<file path="config.mk">
export PLATFORM = sky130hd
export DESIGN_NAME = cla_nibble_seq
export DESIGN_NICKNAME = d
export VERILOG_FILES = /design/src/rtl/cla_nibble_seq.sv
export SDC_FILE = /design/constraint.sdc
export NUM_CORES = 1
export LEC_CHECK = 0
export CELL_PAD_IN_SITES_DETAIL_PLACEMENT = 0
export CELL_PAD_IN_SITES_GLOBAL_PLACEMENT = 2
export CORE_MARGIN = 2
export CORE_UTILIZATION = 33
export CTS_CLUSTER_DIAMETER = 150
export DETAILED_ROUTE_END_ITERATION = 7
export PLACE_DENSITY = 0.87
export REMOVE_ABC_BUFFERS = 1
export SLEW_MARGIN = 10
export SYNTH_ARGS = -nofsm -noshare
export SYNTH_HDL_FRONTEND = slang
export SYNTH_SLANG_ARGS = --single-unit
</file>
<file path="constraint.sdc">
create_clock -name clk -period 3.83 [get_ports clk]
set_clock_uncertainty 0.1 [all_clocks]
set_input_delay 0.766 -clock clk [delete_from_list [all_inputs] [get_ports clk]]
set_output_delay 0.766 -clock clk [all_outputs]
set_load 0.03 [all_outputs]
</file>
<file path="src/rtl/cla_nibble_seq.sv">
// Sequential adder that reuses one 4-bit carry-lookahead slice across all
// nibbles of the operands, one nibble per clock, with a done pulse on completion.
module cla_nibble_seq #(
    parameter int N_NIB = 4
) (
    input  logic               clk,
    input  logic               reset_n,
    input  logic               start,
    input  logic [4*N_NIB-1:0] a,
    input  logic [4*N_NIB-1:0] b,
    input  logic               ci,
    output logic               busy,
    output logic               done,
    output logic [4*N_NIB-1:0] s,
    output logic               co,
    output logic               ov
);

    localparam int W  = 4 * N_NIB;
    localparam int IW = (N_NIB > 1) ? $clog2(N_NIB) : 1;

    localparam logic [1:0] ST_IDLE = 2'd0;
    localparam logic [1:0] ST_RUN  = 2'd1;
    localparam logic [1:0] ST_DONE = 2'd2;

    logic [1:0]    state;
    logic [IW-1:0] idx;
    logic          carry;
    logic [W-1:0]  op_a;
    logic [W-1:0]  op_b;
    logic [W-1:0]  work;
    logic [W-1:0]  work_next;

    logic [3:0] nib_a;
    logic [3:0] nib_b;
    logic [3:0] g;
    logic [3:0] p;
    logic [3:0] sl_sum;
    logic       sl_c1;
    logic       sl_c2;
    logic       sl_c3;
    logic       sl_co;
    logic       last_nib;

    // Select the operand nibbles addressed by idx.
    always_comb begin
        // NOTE: every combinational output gets a default first, so no path through the block can infer a latch.
        nib_a = '0;
        nib_b = '0;
        for (int i = 0; i < N_NIB; i++) begin
            if (idx == IW'(i)) begin
                nib_a = op_a[4*i +: 4];
                nib_b = op_b[4*i +: 4];
            end
        end
    end

    // The single carry-lookahead slice; carry-in comes only from the carry register.
    assign g = nib_a & nib_b;
    assign p = nib_a ^ nib_b;

    assign sl_c1 = g[0] | (p[0] & carry);
    assign sl_c2 = g[1] | (p[1] & g[0]) | (p[1] & p[0] & carry);
    assign sl_c3 = g[2] | (p[2] & g[1]) | (p[2] & p[1] & g[0])
                 | (p[2] & p[1] & p[0] & carry);
    assign sl_co = g[3] | (p[3] & g[2]) | (p[3] & p[2] & g[1])
                 | (p[3] & p[2] & p[1] & g[0])
                 | (p[3] & p[2] & p[1] & p[0] & carry);

    assign sl_sum = p ^ {sl_c3, sl_c2, sl_c1, carry};

    assign last_nib = (idx == IW'(N_NIB - 1));

    // Work word with the current nibble's sum merged in; on the last nibble this
    // is the finished result.
    always_comb begin
        work_next = work;
        for (int i = 0; i < N_NIB; i++) begin
            if (idx == IW'(i)) begin
                work_next[4*i +: 4] = sl_sum;
            end
        end
    end

    // NOTE: all state below uses non-blocking assignments so every register sees pre-edge values.
    always_ff @(posedge clk or negedge reset_n) begin
        if (!reset_n) begin
            state <= ST_IDLE;
            idx   <= '0;
            carry <= 1'b0;
            // NOTE: operand and work registers are cleared too, so an aborted addition leaves nothing stale behind.
            op_a  <= '0;
            op_b  <= '0;
            work  <= '0;
            s     <= '0;
            co    <= 1'b0;
            ov    <= 1'b0;
        end else begin
            case (state)
                ST_IDLE: begin
                    if (start) begin
                        op_a  <= a;
                        op_b  <= b;
                        carry <= ci;
                        idx   <= '0;
                        state <= ST_RUN;
                    end
                end
                ST_RUN: begin
                    work  <= work_next;
                    carry <= sl_co;
                    idx   <= idx + IW'(1);
                    if (last_nib) begin
                        s     <= work_next;
                        co    <= sl_co;
                        ov    <= sl_c3 ^ sl_co;
                        idx   <= '0;
                        state <= ST_DONE;
                    end
                end
                ST_DONE: begin
                    state <= ST_IDLE;
                end
                default: begin
                    state <= ST_IDLE;
                end
            endcase
        end
    end

    assign busy = (state == ST_RUN) || (state == ST_DONE);
    assign done = (state == ST_DONE);

endmodule

</file>
== Word level (Yosys, flattened, before mapping) ==
Cells that the tools add are included.

* Input port bits: 36
* Logic and storage cells: 75
* Flip-flop bits (word level): 71
* Output and inout bits: 20

* Reduce and logical (&&, ||, !) cells: 8
* Bitwise gates (word level): 30
* Add/subtract/negate cells: 1
* Mux-type cells: 20
* Equal/unequal tests: 7

{| class="wikitable"
|+ Operators with widths
! cell !! number
|-
| $mux 4 || 12
|-
| $and 1x1->1 || 16
|-
| $or 1x1->1 || 10
|-
| $mux 2 || 4
|-
| $pmux 2 s2 || 2
|-
| $reduce_and 2->1 || 4
|-
| $xor 4x4->4 || 2
|-
| $eq 2x2->1 const B || 3
|-
| $and 4x4->4 || 1
|-
| $eq 2x1->1 const B || 2
|-
| $logic_not 2->1 || 2
|-
| $ne 2x2->1 const B || 2
|-
| $add 2x1->2 const B || 1
|-
| $pmux 1 s2 || 1
|-
| $reduce_bool 2->1 || 1
|-
| $logic_or 1x1->1 || 1
|-
| $mux 1 || 1
|-
| $xor 1x1->1 || 1
|}

== Depth between registers and ports, before layout ==
* Word-level depth: 12
* Depth in mapped cells: 12

== Least setup slack after synthesis ==
OpenSTA, ideal clock, no wires.

* Path type: reg-to-reg
* From: reg idx[1]
* To: reg s[11]
* Library setup time: 0.132 ns
* Data arrival time: 2.456 ns
* Slack: 1.142 ns
* Data required time: 3.598 ns
* Cell stages (with the launch flop): 13
* Cell sequence: dfrtp_1 > inv_1 > ha_1 > clkbuf_1 > nand3b_1 > a21oi_1 > a21oi_1 > o21ai_0 > ha_1 > or2_1 > a31oi_4 > xor2_2 > o21ai_0

* Word-level cells in the longest chain between the ends: 12
* Elaborated cells on any way between the ends: 25
* Classes of those cells: 3 x eq/ne; 9 x mux; 11 x bitwise; 2 x reduce/logical

{| class="wikitable"
|+ Ends and longest elaborated chain
! element !! RTL line !! RTL
|-
| start, declared || 27 || <nowiki>logic [IW-1:0] idx;</nowiki>
|-
| start signal, assigned || 112 || <nowiki>idx <= idx + IW'(1);</nowiki>
|-
| $logic_not 2->1 || 51 || <nowiki>if (idx == IW'(i)) begin</nowiki>
|-
| $mux 4 (4 in series) || 51 ||
|-
| $xor 4x4->4 or $and 4x4->4 (tied branches) || 60, 59 ||
|-
| $and 1x1->1 (on tied branches) || 64, 65 ||
|-
| $or 1x1->1, or another cell as far along || 64 || <nowiki>assign sl_c3 = g[2] | (p[2] & g[1]) | (p[2] & p[1] & g[0])</nowiki>
|-
| $or 1x1->1 or $and 1x1->1 (tied branches) || 64, 65 ||
|-
| $or 1x1->1 || 65 || <nowiki>| (p[2] & p[1] & p[0] & carry);</nowiki>
|-
| $xor 4x4->4 || 70 || <nowiki>assign sl_sum = p ^ {sl_c3, sl_c2, sl_c1, carry};</nowiki>
|-
| $mux 4 || 79 || <nowiki>if (idx == IW'(i)) begin</nowiki>
|-
| end signal, assigned || 114 || <nowiki>s <= work_next;</nowiki>
|-
| end, declared || 14 || <nowiki>output logic [4*N_NIB-1:0] s,</nowiki>
|}

Several ways; a longest one is shown, not always the timed one.
A chain may end at the register's enable or synchronous reset.

== Final worst setup path ==
* From: reg idx[1]
* To: reg work[11]

* Word-level cells in the longest chain between the ends: 12
* Elaborated cells on any way between the ends: 24
* Classes of those cells: 3 x eq/ne; 9 x mux; 11 x bitwise; 1 x reduce/logical

{| class="wikitable"
|+ Ends and longest elaborated chain
! element !! RTL line !! RTL
|-
| $logic_not 2->1 || 51 ||
|-
| $mux 4 (4 in series) || 51 ||
|-
| $xor 4x4->4 or $and 4x4->4 (tied branches) || 60, 59 ||
|-
| $and 1x1->1 (on tied branches) || 64, 65 ||
|-
| $or 1x1->1, or another cell as far along || 64 ||
|-
| $or 1x1->1 or $and 1x1->1 (tied branches) || 64, 65 ||
|-
| $or 1x1->1 || 65 ||
|-
| $xor 4x4->4 || 70 ||
|-
| $mux 4 * || 79 ||
|-
| end signal, assigned || 110 || <nowiki>work <= work_next;</nowiki>
|-
| end, declared || 31 || <nowiki>logic [W-1:0] work;</nowiki>
|}

Mark *: on every way between the ends. The rest lies on a longest branch, timed or not.

==> flow_summary.toml <==
[sta]
max_slew_margin = 0.397
period_needed_ns = 3.10
setup_viol = 0
worst_slew_pin_slew_ns = 0.902
fin_ws_ns = 0.727
max_freq_mhz = 322
rsz0062_at_grt = "no"
slew_viol_final = 0
fin_crit_sh = 0.810
finalHoldViolations = 0
setup_tns_ns = 0

[finish]
nets = 400
final_cell_count_no_fill = 485
drive_above_1_share = 0.157
syn_to_final_growth_pct = 27.5
multi_input_area_um2 = 1380
final_core_util = 0.434
fillCellCount = 940
area.sequential_um2 = 1680
antenna_cells = 0

[yosys]
ys_seq_elements = 67
netlist_area_um2 = 3160
ys_seq_area_frac = 0.531
yosys_warnings = 0
syn_area_per_cell_um2 = 10.7
synth.distinct_cells = 34
synth_cells = 294

[drt]
vias_per_cell = 4.68
vias = 2272
postRouteAntennaNets = 0
first_pass_iters = 4
drtIter0Drc = 50
finalWirelength_um = 6640
wire_per_inst_um = 13.7
drc_errors = 0

[critical_path]
cp.arrival_ns = 3.21
reg2reg_slack_ns = 0.73
crit_fanout = 19
r2r-start = "idx[1]"
start_kind = "register"
required_ns = 3.94
cp-end-kind = "register"
crit_start = "idx[1]"
crit_type = "reg -> reg"

[clock_network]
cts-root-buf = "clkbuf_8"
cts_buffers = 9
cts_hold_buf = 0
clockBufferDepth = 2
clock_sinks = 67
postCtsSetupBuffers = 0
cts_resized = 0
clk_latency_ns = 0.34
path_clk_slew_ns = 0.07
cts_tree = "built"
htreeDepth = 3

[die]
start_util = 0.340
dieArea_um2 = 10400
die_y_um = 102
ioPinCount = 56
fp.coreArea_um2 = 9280
placementRows = 35
die_width_um = 102

[placement]
place_ws_ns = 0.727
dpl.cell_count = 470
place.gp.congestion = 0.719
io_buffers = 55
place_hpwl_um = 4870

[grt]
grt_overflow = 0
grt_pass1_wl_um = 11400
grt_max_degree = 35
antenna_found_initial = 0
grtUsageTotal = 0.142
grt_pass1_vias = 2291

[power_and_ir_drop]
power.leakage_nw = 1.72
ir_drop_v = 0.000290
power_density_nw_per_um2 = 963

[worst_hold_path]
worst_hold_path_type = "in -> async"

[status]
status = "complete, no violations"

[run]
drv_cap = 0
## area by class of cell
| class | instances | share of cell area |
|---|---|---|
| sequential | 67 | 0.417 |
| multi-input combinational | 200 | 0.342 |
| timing repair buffer | 62 | 0.149 |
| tap | 129 | 0.0401 |
| clock buffer | 11 | 0.0351 |
| inverter | 12 | 0.0112 |
| clock inverter | 4 | 0.00684 |
## path summary, 6_finish.rpt
check                      endpoint  cells after the start
max in group asynchronous  op_b[13]                      2
setup / recovery           work[11]                     11
hold / removal                 s[3]                      1
setup reg to reg           work[11]                     11
min in group clk               s[4]                      2
hold reg to reg                s[4]                      2
## logic make-up (layout without fill, tap and decap cells)
group / after synthesis / after routing / share of synthesized area
AOI/OAI and AO/OA: 78 / 78 / 0.141
and+or+nand+nor: 69 / 69 / 0.101
DFF: 67 / 67 / 0.531
muxes: 38 / 38 / 0.133
buffers and inverters: 27 / 89 / 0.0337
adders and majority gates: 12 / 12 / 0.0499
xor gates and xnor gates: 3 / 3 / 0.0107
## metal layers
layer	vias up	routed length, um	global-route usage	part of all wire
met5	-	0	0	0
met4	0	56	0.0359	0.0084
met3	5	310	0.0465	0.047
met2	50	3050	0.221	0.46
met1	1084	3220	0.193	0.49
li1	1133	-	-	-
## report_power, final
| group | internal [W] | switching (W) | leakage (nW) |
|---|---|---|---|
| Sequential | 0.00105 | 0.000189 | 0.814 |
| Combinational | 0.000910 | 0.00122 | 0.829 |
| Clock | 0.000248 | 0.000261 | 0.0774 |
## placed cells by master, fill, tap and decap left out
master	instances
buf_4	7
xnor2_1	1
inv_1	12
o22ai_1	1
o31ai_1	1
mux2_2	32
xor2_2	1
o32ai_1	1
xor2_1	1
dfrtp_1	67
a31oi_1	3
a22o_1	2
clkbuf_8	10
nor3b_1	3
nand3_1	1
o21ai_0	39
nor2_1	3
nor2b_1	3
a21oi_1	24
and2_1	2
or2_1	1
ha_1	11
clkbuf_1	1
nand2_1	46
clkdlybuf4s50_1	54
fa_1	1
mux2i_1	6
nand3b_1	6
clkinv_2	1
a31oi_4	1
a211o_1	1
buf_2	1
clkinvlp_4	3
nor3_1	1
a21o_1	3
a32o_1	1
o22a_1	1
nand2b_1	3
## per-stage QoR
step           cell area, um^2  total power, W  hold WS, ns
6_report                  4030         0.00388        0.222
5_1_grt                   4030         0.00425        0.222
4_1_cts                   4030         0.00393        0.216
3_5_place_dp              3860         0.00341        0.367
3_3_place_gp              3860         0.00336        0.353
2_1_floorplan             3100         0.00274        0.342
## cells in the mapped netlist, drive strengths merged
master,n,share of area
mux2,32,0.11
fa,1,0.0063
a31oi,4,0.013
a32o,1,0.0032
nand3b,6,0.014
nand2,46,0.055
and2,2,0.0040
nand2b,3,0.0059
o22ai,1,0.0020
ha,11,0.044
inv,12,0.014
o32ai,1,0.0028
clkbuf,9,0.011
nor3b,3,0.0071
nor2b,3,0.0059
a22o,2,0.0055
a21o,3,0.0071
o31ai,1,0.0024
a211o,1,0.0028
xor2,2,0.0079
nand3,1,0.0016
or2,1,0.0020
dfrtp,67,0.53
a21oi,24,0.038
o21ai,39,0.062
xnor2,1,0.0028
mux2i,6,0.019
buf,6,0.0087
nor3,1,0.0016
o22a,1,0.0028
nor2,3,0.0036
## sequential cells by signal, summed over array words and instances, names as in the netlist
signal / flops
ov: 1
work: 12
state: 2
op_a: 16
idx: 2
op_b: 16
s: 16
carry: 1
co: 1
## worst max-delay path, stage by stage (launching register included)
cell and delay (ns):
dfrtp_1 0.41, inv_1 0.09, ha_1 0.54, nand3b_1 0.18
a21oi_1 0.07, a21oi_1 0.12, o21ai_0 0.09, ha_1 0.36
or2_1 0.30, a31oi_4 0.27, xor2_2 0.29, o21ai_0 0.14
Power figures use the tool's default switching activity.
